### src/rtl/bcd_pkg.sv
// Shared types and helpers for the sequential binary-to-BCD converter.
package bcd_pkg;

  localparam int unsigned BCD_DIGIT_W = 4;

  typedef enum logic [1:0] {
    IDLE,
    SHIFT,
    DONE
  } state_t;

  // Minimum number of decimal digits needed to hold 2^bin_w - 1.
  function automatic int unsigned bcd_digits(input int unsigned bin_w);
    longint unsigned v;
    int unsigned d;
    v = (64'd1 << bin_w) - 64'd1;
    d = 1;
    while (v >= 64'd10) begin
      v = v / 64'd10;
      d = d + 1;
    end
    return d;
  endfunction

endpackage

### src/rtl/bcd_add3.sv
// Double-dabble digit correction: add 3 to a BCD digit that is 5 or more.
import bcd_pkg::*;

module bcd_add3 (
  input  logic [BCD_DIGIT_W-1:0] d,
  output logic [BCD_DIGIT_W-1:0] q
);

  assign q = (d >= BCD_DIGIT_W'(5)) ? d + BCD_DIGIT_W'(3) : d;

endmodule

### src/rtl/bin_to_bcd_seq.sv
// Sequential binary-to-BCD converter, one double-dabble iteration per clock,
// with valid/ready handshakes on input and output.
import bcd_pkg::*;

module bin_to_bcd_seq #(
  parameter int unsigned BIN_W  = 8,
  parameter int unsigned DIGITS = 3
) (
  input  logic                          clk,
  input  logic                          rst_n,
  input  logic                          in_valid,
  output logic                          in_ready,
  input  logic [BIN_W-1:0]              in_bin,
  output logic                          out_valid,
  input  logic                          out_ready,
  output logic [BCD_DIGIT_W*DIGITS-1:0] out_bcd,
  output logic                          busy
);

  localparam int unsigned ACC_W = BCD_DIGIT_W * DIGITS;
  localparam int unsigned CNT_W = $clog2(BIN_W + 1);

  if (DIGITS < bcd_digits(BIN_W)) begin : g_bad_digits
    $error("bin_to_bcd_seq: DIGITS too small for BIN_W");
  end

  state_t             state;
  logic [CNT_W-1:0]   cnt;
  logic [BIN_W-1:0]   bin_sr;
  logic [ACC_W-1:0]   acc;
  logic [ACC_W-1:0]   acc_corr;
  logic [ACC_W-1:0]   acc_next;

  // Per-digit add-3 correction ahead of each shift.
  for (genvar i = 0; i < int'(DIGITS); i++) begin : g_digit
    bcd_add3 u_add3 (
      .d (acc[i*BCD_DIGIT_W +: BCD_DIGIT_W]),
      .q (acc_corr[i*BCD_DIGIT_W +: BCD_DIGIT_W])
    );
  end

  assign acc_next = (acc_corr << 1) | ACC_W'(bin_sr[BIN_W-1]);

  assign in_ready  = (state == IDLE) && rst_n;
  assign busy      = (state == SHIFT);
  assign out_valid = (state == DONE);

  // Final iteration writes the finished accumulator straight into out_bcd.
  always_ff @(posedge clk) begin
    if (!rst_n) begin
      state   <= IDLE;
      cnt     <= '0;
      bin_sr  <= '0;
      acc     <= '0;
      out_bcd <= '0;
    end else begin
      case (state)
        IDLE: begin
          if (in_valid) begin
            bin_sr <= in_bin;
            acc    <= '0;
            cnt    <= '0;
            state  <= SHIFT;
          end
        end
        SHIFT: begin
          bin_sr <= bin_sr << 1;
          acc    <= acc_next;
          cnt    <= cnt + CNT_W'(1);
          if (cnt == CNT_W'(BIN_W - 1)) begin
            out_bcd <= acc_next;
            state   <= DONE;
          end
        end
        DONE: begin
          if (out_ready) state <= IDLE;
        end
        default: state <= IDLE;
      endcase
    end
  end

endmodule

### config.mk
export PLATFORM = sky130hd
export DESIGN_NAME = bin_to_bcd_seq
export DESIGN_NICKNAME = d
export VERILOG_FILES = /design/src/rtl/bcd_pkg.sv /design/src/rtl/bcd_add3.sv /design/src/rtl/bin_to_bcd_seq.sv
export SDC_FILE = /design/constraint.sdc
export NUM_CORES = 1
export LEC_CHECK = 0
export CAP_MARGIN = 5
export CORE_UTILIZATION = 40
export CTS_BUF_LIST = sky130_fd_sc_hd__clkbuf_16
export CTS_CLUSTER_SIZE = 14
export DETAILED_ROUTE_END_ITERATION = 10
export PLACE_DENSITY = 0.6
export SYNTH_ARGS = -nofsm -noshare
export SYNTH_HDL_FRONTEND = slang
export SYNTH_HIERARCHICAL = 1
export SYNTH_SLANG_ARGS = --single-unit
### constraint.sdc
create_clock -name clk -period 1.3 [get_ports clk]
set_input_delay 0.39 -clock clk [delete_from_list [all_inputs] [get_ports clk]]
set_output_delay 0.39 -clock clk [all_outputs]
set_load 0.01 [all_outputs]
==> impl_results.rst <==
.. list-table::
   :header-rows: 1

   * - Metric
     - Value
   * - Sinks on the clock net
     - 38
   * - Worst max-slew margin expressed relative to the limit
     - 76.7%
   * - Antenna violations before repair
     - 0
   * - Clock skew after layout
     - approximately 3.8 ps
   * - Diode insertion count for antenna repair
     - 0
   * - Buf+Inv Stages, Crit Path
     - 1
   * - Post-synthesis net count
     - 231
   * - H-tree depth
     - 2
   * - Required time of the worst setup path
     - 1500 ps
   * - Commonest non-fill, non-tap cell in the layout
     - nand2_1
   * - Layout Cells excl Fill
     - 320
   * - Share of the clock period used by the worst path
     - 109%
   * - Pwr Density
     - 938 nW/µm²
   * - Root Buffer Master
     - clkbuf_16
   * - Arrival time worst endpoint
     - between 1500 and 2000 ps
   * - Total of buffers placed on input and output ports
     - 26
   * - Detailed-routing iteration count for the pre-antenna-repair pass
     - 4
   * - Drt via density
     - 5.00
   * - Number of buffers inserted during clock tree synthesis
     - 5
   * - Largest buffer count on any clock path
     - 2
   * - Max Cap Viol
     - 0
   * - Pin count of the biggest net entering global routing
     - 34
   * - Half-perimeter wire length of the detailed placement result
     - 2670 µm
   * - Final-layout fill cell count
     - roughly 360
   * - Vert. Die Dim
     - 69.5 µm
   * - Number of placement rows
     - 24
   * - Post-route DRC
     - 0
   * - WL per Instance
     - 13.3 µm
   * - Setup crit start kind
     - register
   * - CP peak stage delay
     - 360 ps
   * - Top Family by Delay on Critical Path
     - multiplexers
   * - Crit-path max FO
     - 3
   * - Final sum of negative setup slack
     - -761 ps
   * - Global-route usage over all layers
     - 18.1%
   * - Number of nets with antenna violations after detailed routing
     - 0
   * - Final routed wirelength across all metal layers
     - ~4300 µm
   * - Synth-to-Final Area Change
     - 53.4%
   * - Die Span X
     - 69.5 µm
   * - Cell Area, Synth
     - 1820 µm²
   * - Worst Setup Path Type
     - register to register
   * - Time the worst path needs with I/O delays and setup
     - 1420 ps
   * - Die Area
     - 4830 µm²
   * - Initial core utilization
     - 41.9%
   * - Number of warnings issued by yosys
     - 6
   * - Unrepaired setup endpoints after global routing
     - true
   * - Hold Vio Cnt, Final
     - 0
   * - Number of cells produced by synthesis
     - 212
   * - DRC marker count from the first detailed-route iteration
     - 81
   * - Crit-path cells
     - inv_4, ha_4, nand2b_4, a21oi_4, mux2i_2, nand2_1, mux2i_1
   * - Run status
     - finished with violations
   * - Share of post-route cells with drive strength above 1
     - a little over a third
   * - Later-pin clock latency in the skew report
     - 280 ps
   * - Net count of the finished layout
     - between 200 and 300
   * - Clock edge transition at the registers on the reported setup and hold paths
     - 50 ps
   * - Area of the core
     - 4350 µm²
   * - RePlAce Congestion
     - 0.743
   * - Vias in the first global route
     - 1544
   * - Count of boundary I/O pins
     - 27
   * - Vias
     - 1599
   * - Global-route wire length before repair
     - 6940 µm
   * - Max rail drop VDD
     - 0.576 mV
   * - Endpoint class of the critical path
     - register
   * - Placed insts
     - 305
   * - TritonCTS clock tree
     - yes
   * - Class of the most critical hold timing path
     - register to register
   * - Leakage
     - 1.11 nW
   * - Worst setup slack after layout
     - -123 ps
   * - Cell with the biggest individual delay on the critical path
     - dfxtp_4
   * - Endpoints failing setup
     - 15
   * - Achievable Freq
     - around 0.70 GHz
   * - Failing checks
     - negative setup slack
   * - Transition time at the pin with the least slew margin
     - 349 ps
   * - Commonest non-fill, non-tap cells in the layout
     - 35 x nand2_1, 28 x dfxtp_1, 28 x buf_4
   * - Gr ovfl total
     - 0
   * - Mean instance size in the synthesized netlist
     - between 8 and 9 µm²
   * - Final number of max-transition violations
     - 0
## worst paths after layout
| path | from | slack (ps) | endpoint | cells after the start |
|---|---|---|---|---|
| setup reg to reg | acc[9] | -120 | out_bcd[10] | 7 |
| hold / removal | out_bcd[7] | 450 | out_bcd[7] | 2 |
| setup / recovery | acc[9] | -120 | out_bcd[10] | 7 |
| hold reg to reg | out_bcd[7] | 450 | out_bcd[7] | 2 |
## flip-flops by register name, summed over array words and instances, names as in the netlist
name     count
acc         12
out_bcd     12
bin_sr       8
cnt          4
state        2
## timing repair
action                     in CTS  in global routing
cloned                          1                  1
pin swaps                      10                 11
gates resized for setup        64                 34
hold buffers                    0                  0
buffers inserted                1                  5
setup endpoints to repair      51                 38
## cell type report
type | count | area [µm²] | share of cell area [%]
clock buffer | 5 | 125 | 4.47
tap | 52 | 65.1 | 2.33
clock inverter | 2 | 7.51 | 0.268
sequential | 38 | 786 | 28.1
timing repair buffer | 62 | 587 | 21.0
multi-input combinational | 153 | 1190 | 42.6
inverter | 8 | 35.0 | 1.25
## metrics by stage
step	cell area [µm²]	hold slack (ps)	total power [mW]	worst slack [ps]	utilization, %
after CTS	2610	455	2.62	-177	59.9
final	2800	452	2.62	-123	64.2
after global placement	2340	441	1.48	-742	53.7
after detailed placement	2340	445	1.49	-713	53.7
after global routing	2800	474	2.73	-166	64.2
after floorplan	1860	452	1.38	0.0846	-
## layer usage
metal	part of all wire [%]	track usage [%]	up-vias
li1	-	-	836
met1	49	22.9	731
met2	46	29.3	26
met3	3.6	5.09	6
met4	1.5	6.80	0
met5	0	0	-
## power breakdown
| group | internal [mW] | switching, mW |
|---|---|---|
| clock network | 0.685 | 0.433 |
| registers | 1.19 | 0.0197 |
| logic | 0.161 | 0.138 |
## worst min-delay path, stage by stage, from the launching register on
cell and delay, ps:
dfxtp_1 300, nand2_1 50, mux2i_1 50
(Power assumes the default switching activity.)
